[config.mk]
export PLATFORM = sky130hd
export DESIGN_NAME = freq_detect
export DESIGN_NICKNAME = d
export VERILOG_FILES = /design/src/rtl/freq_detect.sv
export SDC_FILE = /design/constraint.sdc
export NUM_CORES = 1
export LEC_CHECK = 0
export ABC_AREA = 1
export BUFFER_PORTS_ARGS = -buffer_cell sky130_fd_sc_hd__clkbuf_2
export CORE_AREA = 2 2 267 269
export CTS_BUF_LIST = sky130_fd_sc_hd__clkbuf_8
export DETAILED_ROUTE_END_ITERATION = 12
export DIE_AREA = 0 0 269 271
export MAX_ROUTING_LAYER = met4
export SLEW_MARGIN = 20
export SYNTH_ARGS = -nofsm -noshare
export SYNTH_HDL_FRONTEND = slang
export SYNTH_SLANG_ARGS = --single-unit
export TNS_END_PERCENT = 20
[constraint.sdc]
create_clock -name clk -period 2.8 [get_ports clk]
set_input_delay 0.14 -clock clk [delete_from_list [all_inputs] [get_ports clk]]
set_output_delay 0.14 -clock clk [all_outputs]
set_load 0.02 [all_outputs]
[src/rtl/freq_detect.sv]
`timescale 1ns/1ps
// freq_detect: scans a range of FFT bins from RAM 1, finds the bin with the
// highest power (re^2 + im^2) and reports it. After the report, the read
// address is parked on the winning bin so the beamforming stage can read it.
module freq_detect #(
    parameter logic [9:0]  BIN_LO = 10'd1,
    parameter logic [9:0]  BIN_HI = 10'd511,
    parameter logic [28:0] THRESH = 29'd4096
) (
    input  logic        clk,
    input  logic [3:0]  KEY,
    input  logic        fftdone,
    input  logic [27:0] ramq1,
    output logic [9:0]  rdaddr1,
    output logic [9:0]  maxbin,
    output logic [28:0] maxpwr,
    output logic        sigvalid,
    output logic        detectdone
);

    localparam int PIPE_DEPTH = 2;  // matches the RAM read latency

    typedef enum logic [1:0] {IDLE, SCAN, DRAIN, COMPLETE} state_t;

    logic rst_n;
    logic unused_keys;

    assign rst_n       = KEY[0];
    assign unused_keys = ^KEY[3:1];

    state_t      state_reg, state_next;
    logic        drain_cnt_reg, drain_cnt_next;
    logic [9:0]  addr_reg, addr_next;
    logic        start, finish;

    logic        vld_pipe_reg [PIPE_DEPTH];
    logic [9:0]  bin_pipe_reg [PIPE_DEPTH];

    logic [28:0] best_pwr_reg, best_pwr_next;
    logic [9:0]  best_bin_reg, best_bin_next;

    logic [9:0]  maxbin_reg;
    logic [28:0] maxpwr_reg;
    logic        sigvalid_reg;
    logic        detect_reg;

    logic signed [13:0] re, im;
    logic signed [27:0] re_ext, im_ext;
    logic signed [27:0] re_sq, im_sq;
    logic [28:0]        pwr;

    // Power of the sample currently on ramq1; squares are never negative,
    // so zero-extending them into the 29-bit sum is exact.
    assign re     = ramq1[27:14];
    assign im     = ramq1[13:0];
    assign re_ext = 28'(re);
    assign im_ext = 28'(im);
    assign re_sq  = re_ext * re_ext;
    assign im_sq  = im_ext * im_ext;
    assign pwr    = {1'b0, re_sq} + {1'b0, im_sq};

    // State register.
    always_ff @(posedge clk or negedge rst_n) begin
        if (!rst_n) begin
            state_reg     <= IDLE;
            drain_cnt_reg <= 1'b0;
        end else begin
            state_reg     <= state_next;
            drain_cnt_reg <= drain_cnt_next;
        end
    end

    // Next-state logic; fftdone is only honoured while idle or complete.
    always_comb begin
        state_next     = state_reg;
        start          = 1'b0;
        finish         = 1'b0;
        drain_cnt_next = 1'b0;
        case (state_reg)
            IDLE, COMPLETE: begin
                if (fftdone) begin
                    state_next = SCAN;
                    start      = 1'b1;
                end
            end
            SCAN: begin
                if (addr_reg == BIN_HI) begin
                    state_next = DRAIN;
                end
            end
            DRAIN: begin
                drain_cnt_next = ~drain_cnt_reg;
                if (drain_cnt_reg) begin
                    state_next = COMPLETE;
                    finish     = 1'b1;
                end
            end
            default: state_next = IDLE;
        endcase
    end

    // Valid/bin-index pipeline that follows each issued address through the
    // two-cycle RAM read so the index lines up with its data on ramq1.
    generate
        for (genvar gi = 0; gi < PIPE_DEPTH; gi++) begin : g_pipe
            if (gi == 0) begin : g_head
                // First stage captures the address issued this cycle.
                always_ff @(posedge clk or negedge rst_n) begin
                    if (!rst_n) begin
                        vld_pipe_reg[gi] <= 1'b0;
                        bin_pipe_reg[gi] <= 10'd0;
                    end else begin
                        vld_pipe_reg[gi] <= (state_reg == SCAN);
                        bin_pipe_reg[gi] <= addr_reg;
                    end
                end
            end else begin : g_tail
                // Later stages shift the previous stage along.
                always_ff @(posedge clk or negedge rst_n) begin
                    if (!rst_n) begin
                        vld_pipe_reg[gi] <= 1'b0;
                        bin_pipe_reg[gi] <= 10'd0;
                    end else begin
                        vld_pipe_reg[gi] <= vld_pipe_reg[gi-1];
                        bin_pipe_reg[gi] <= bin_pipe_reg[gi-1];
                    end
                end
            end
        end
    endgenerate

    // Running maximum; strict compare keeps the lowest bin on ties.
    always_comb begin
        best_pwr_next = best_pwr_reg;
        best_bin_next = best_bin_reg;
        if (start) begin
            best_pwr_next = 29'd0;
            best_bin_next = BIN_LO;
        end else if (vld_pipe_reg[PIPE_DEPTH-1] && (pwr > best_pwr_reg)) begin
            best_pwr_next = pwr;
            best_bin_next = bin_pipe_reg[PIPE_DEPTH-1];
        end
    end

    // Read address: sweep during SCAN, then park on the winning bin.
    always_comb begin
        addr_next = addr_reg;
        if (start) begin
            addr_next = BIN_LO;
        end else if (finish) begin
            addr_next = best_bin_next;
        end else if ((state_reg == SCAN) && (addr_reg != BIN_HI)) begin
            addr_next = addr_reg + 10'd1;
        end
    end

    // Working registers and read address.
    always_ff @(posedge clk or negedge rst_n) begin
        if (!rst_n) begin
            best_pwr_reg <= 29'd0;
            best_bin_reg <= 10'd0;
            addr_reg     <= 10'd0;
        end else begin
            best_pwr_reg <= best_pwr_next;
            best_bin_reg <= best_bin_next;
            addr_reg     <= addr_next;
        end
    end

    // Result registers; they take the final compare result on the way into
    // COMPLETE, so the last sample is included.
    always_ff @(posedge clk or negedge rst_n) begin
        if (!rst_n) begin
            maxbin_reg   <= 10'd0;
            maxpwr_reg   <= 29'd0;
            sigvalid_reg <= 1'b0;
            detect_reg   <= 1'b0;
        end else begin
            detect_reg <= finish;
            if (finish) begin
                maxbin_reg   <= best_bin_next;
                maxpwr_reg   <= best_pwr_next;
                sigvalid_reg <= (best_pwr_next >= THRESH);
            end
        end
    end

    assign rdaddr1    = addr_reg;
    assign maxbin     = maxbin_reg;
    assign maxpwr     = maxpwr_reg;
    assign sigvalid   = sigvalid_reg;
    assign detectdone = detect_reg;

endmodule

==> run summary <==
Share of the synthesized area in the top cell type -> 33.6%
Crit path max fanout -> 8
Nets -> 3735
Routed len/inst -> 12.8 µm
R2R cell count -> 19
I/O Buffers -> 81
Non-Filler Instances -> 4109
Starting density of the core -> 29.9%
Met2 usage -> 27.0%
PnR worst setup slack -> -5.16 ns
Worst reg2reg endpoint -> sigvalid
WP buf/inv -> 14
Vert. Die Dim -> 271 µm
Global-route wire length before repair -> 90300 µm
Simple-gate portion of the synthesized area -> 17.1%
Most frequent cell after synthesis -> inv_1
DR vias -> 17439
Failing checks -> negative setup slack
Area leader, netlist -> fa_1
Multiplexer area fraction after synthesis -> 0%
Critical path's top delay family -> adder cells
Commonest cells post-synth -> inv_1, nand2_1, fa_1
CP max stage cell -> fa_2
Critical path class -> in2reg
Adder-cell area share of the yosys netlist -> 45.3%
GP Congestion -> 0.887
DRT Pass-1 Iters -> 5
Syn. warnings -> 0
Initial antenna violation count -> 0
GRT busiest layer -> met2
Critical Path Start Type -> primary input
Die area -> 72900 µm²
Critical path capture point type -> register
Vias in the first global route -> 18548
I/O pin total -> 85
Post-DP HPWL -> 45100 µm
MaxCap Viol Count -> 0
RSZ-0062 raised after global routing -> true
DRT antenna net count -> 0
Maximum buffer depth of the clock tree -> 2
Global Route Usage Sum -> 15.5%
Mapped Avg Cell Area -> 8.03 µm²
HP Class -> in2reg
Post-Syn Nets -> 3172
Worst Path Required -> 3.13 ns
H-tree depth -> 4
Final Hold Viols -> 0
Top cells by area, synth -> fa_1, dfrtp_1, inv_1, ha_1, nand2_1
Largest net degree at the start of global routing -> 61
WL final -> 52700 µm
Number of synthesized register bits -> 115
Final Critical Period -> 7.96 ns
Crit share post-route -> 284%
Synthesis-to-finish area growth -> 35.0%
WHS Path Cells -> 4
Distinct cells, synth -> 48
Pins Over Slew Limit -> 0
Layout cells sized above 1 -> 28.6%
TritonCTS Sinks -> 115
Max Clk Rate -> 0.126 GHz
Most common cell on crit path -> nand2_1
Critical path arrival -> 8.29 ns
Core area -> 69800 µm²
Post-DR vias/cell -> 4.24
DRC -> 0
Met1 usage -> 20.3%
Placed instance count -> 4037
Clock root buffer -> clkbuf_8
Status -> complete, but fails checks
Slew margin rel. -> 56.6%
DR iter-0 viols -> 772
Cell Area, Synth -> 20800 µm²
CTS buffer count -> 17
EDFF count, synth -> 0
Main flop type after synthesis -> dfrtp_1
Remaining global-route overflow -> 0
Synthesized instance count -> 2593
Largest family of logic cells by synthesized area -> adder cells
Skew-Pair Late Insertion Delay -> 0.44 ns
GR Util met3 -> 0.919%
Synth Area in Compound Gates -> 6.01%
Flop-to-flop setup slack -> 0.35 ns
Worst Max-Slew Pin Slew -> 0.650 ns
Post-route clock skew -> 0.0126 ns
Die width -> 269 µm
Hold_sp -> fftdone
Seq/Total Area, Yosys -> 13.8%
Reg clk slew, reported paths -> 0.08 ns
N_diodes -> 0
Row cnt -> 97
Final setup fails -> 89
CTS tree -> built
Worst Hold Path EP -> state_reg[0]
Max stage delay on crit path -> 0.59 ns
Synth Area in XOR/XNOR -> 3.83%
Reg2reg start -> best_pwr_reg[26]
FFs w/ async S/R, synth -> 100%
[cell type report]
cell class              instances  area (µm²)
inverters                     711        2680
fillers                      6936       41700
clock inverters                14         121
flip-flops and latches        115        2880
multi-input cells            1719       16400
clock buffers                  18         248
repair buffers                592        4610
well taps                     940        1180
[layer usage]
layer | routed length, µm | share of wire [%]
met3 | 1080 | 2.1
met2 | 26500 | 50
met4 | 673 | 1.3
met1 | 24400 | 46
met5 | 0 | 0
[placed cells by master (no fill, tap or decap), types with 5 or more instances in the layout]
master,instances
o21bai_1,8
inv_1,692
inv_2,15
xnor2_2,5
clkbuf_2,62
fa_2,7
o21ai_0,29
buf_6,21
nand3_1,47
a211oi_2,7
buf_4,477
nor3_2,9
nand2_2,50
nand3_2,17
a21oi_2,35
xor2_1,40
clkinvlp_4,5
a21o_1,7
o21ai_1,29
clkbuf_8,23
clkbuf_4,8
a21oi_1,58
nand2_1,556
nor2_4,9
dfrtp_1,115
o21ai_2,10
fa_1,343
nand4_1,13
ha_1,159
ha_4,33
or2_2,10
nor2_1,94
xnor2_1,35
xor2_2,10
nand2_4,11
buf_12,13
nor3_1,9
nor2_2,18
[worst max path at each step]
| stage | slack, ns | start | cells after the start | to |
|---|---|---|---|---|
| 2_1_floorplan | -4.88 | ramq1[13] | 51 | sigvalid |
| 3_3_place_gp | -5.91 | ramq1[13] | 50 | sigvalid |
| 3_5_place_dp | -5.93 | ramq1[13] | 50 | sigvalid |
| 4_1_cts | -5.05 | ramq1[3] | 51 | sigvalid |
| 5_1_grt | -5.60 | ramq1[17] | 49 | sigvalid |
| 6_report | -5.16 | ramq1[17] | 51 | sigvalid |
[worst register-to-register path, delay by kind of cell (launching register included)]
kind            cells  cell delay, ns
buf+inv             4            0.40
flops               1            0.33
simple gates       12            0.97
compound gates      2            0.32
fa+ha+maj           1            0.30
[metrics by stage]
stage | util [%] | instance area, µm² | setup WS (ns) | TNS [ns] | hold slack [ns]
after floorplan | - | 21200 | -4.88 | -419.07 | -0.156
after global placement | 37.4 | 26100 | -5.91 | -505.08 | 0.170
after detailed placement | 37.4 | 26100 | -5.93 | -508.12 | 0.171
after CTS | 39.3 | 27400 | -5.05 | -433.21 | 0.0913
after global routing | 40.3 | 28100 | -5.60 | -478.24 | 0.147
final | 40.3 | 28100 | -5.16 | -440.28 | 0.0959
[kinds of logic after synthesis]
| group | Yosys count |
|---|---|
| simple gates | 868 |
| buf+inv | 761 |
| fa+ha+maj | 545 |
| compound gates | 213 |
| flops | 115 |
| xor+xnor | 91 |
[repair_timing]
action                     in CTS  in global routing
resized for setup             168                133
hold endpoints to repair       40                  0
pin swaps                      63                102
gates cloned                    3                  1
setup endpoints to repair      89                 89
hold buffers                    1                  0
buffers inserted               17                 18
Power is left out: the tool's default activity adds up to more than one toggle a clock period on the data nets, which glitch-free logic cannot reach.
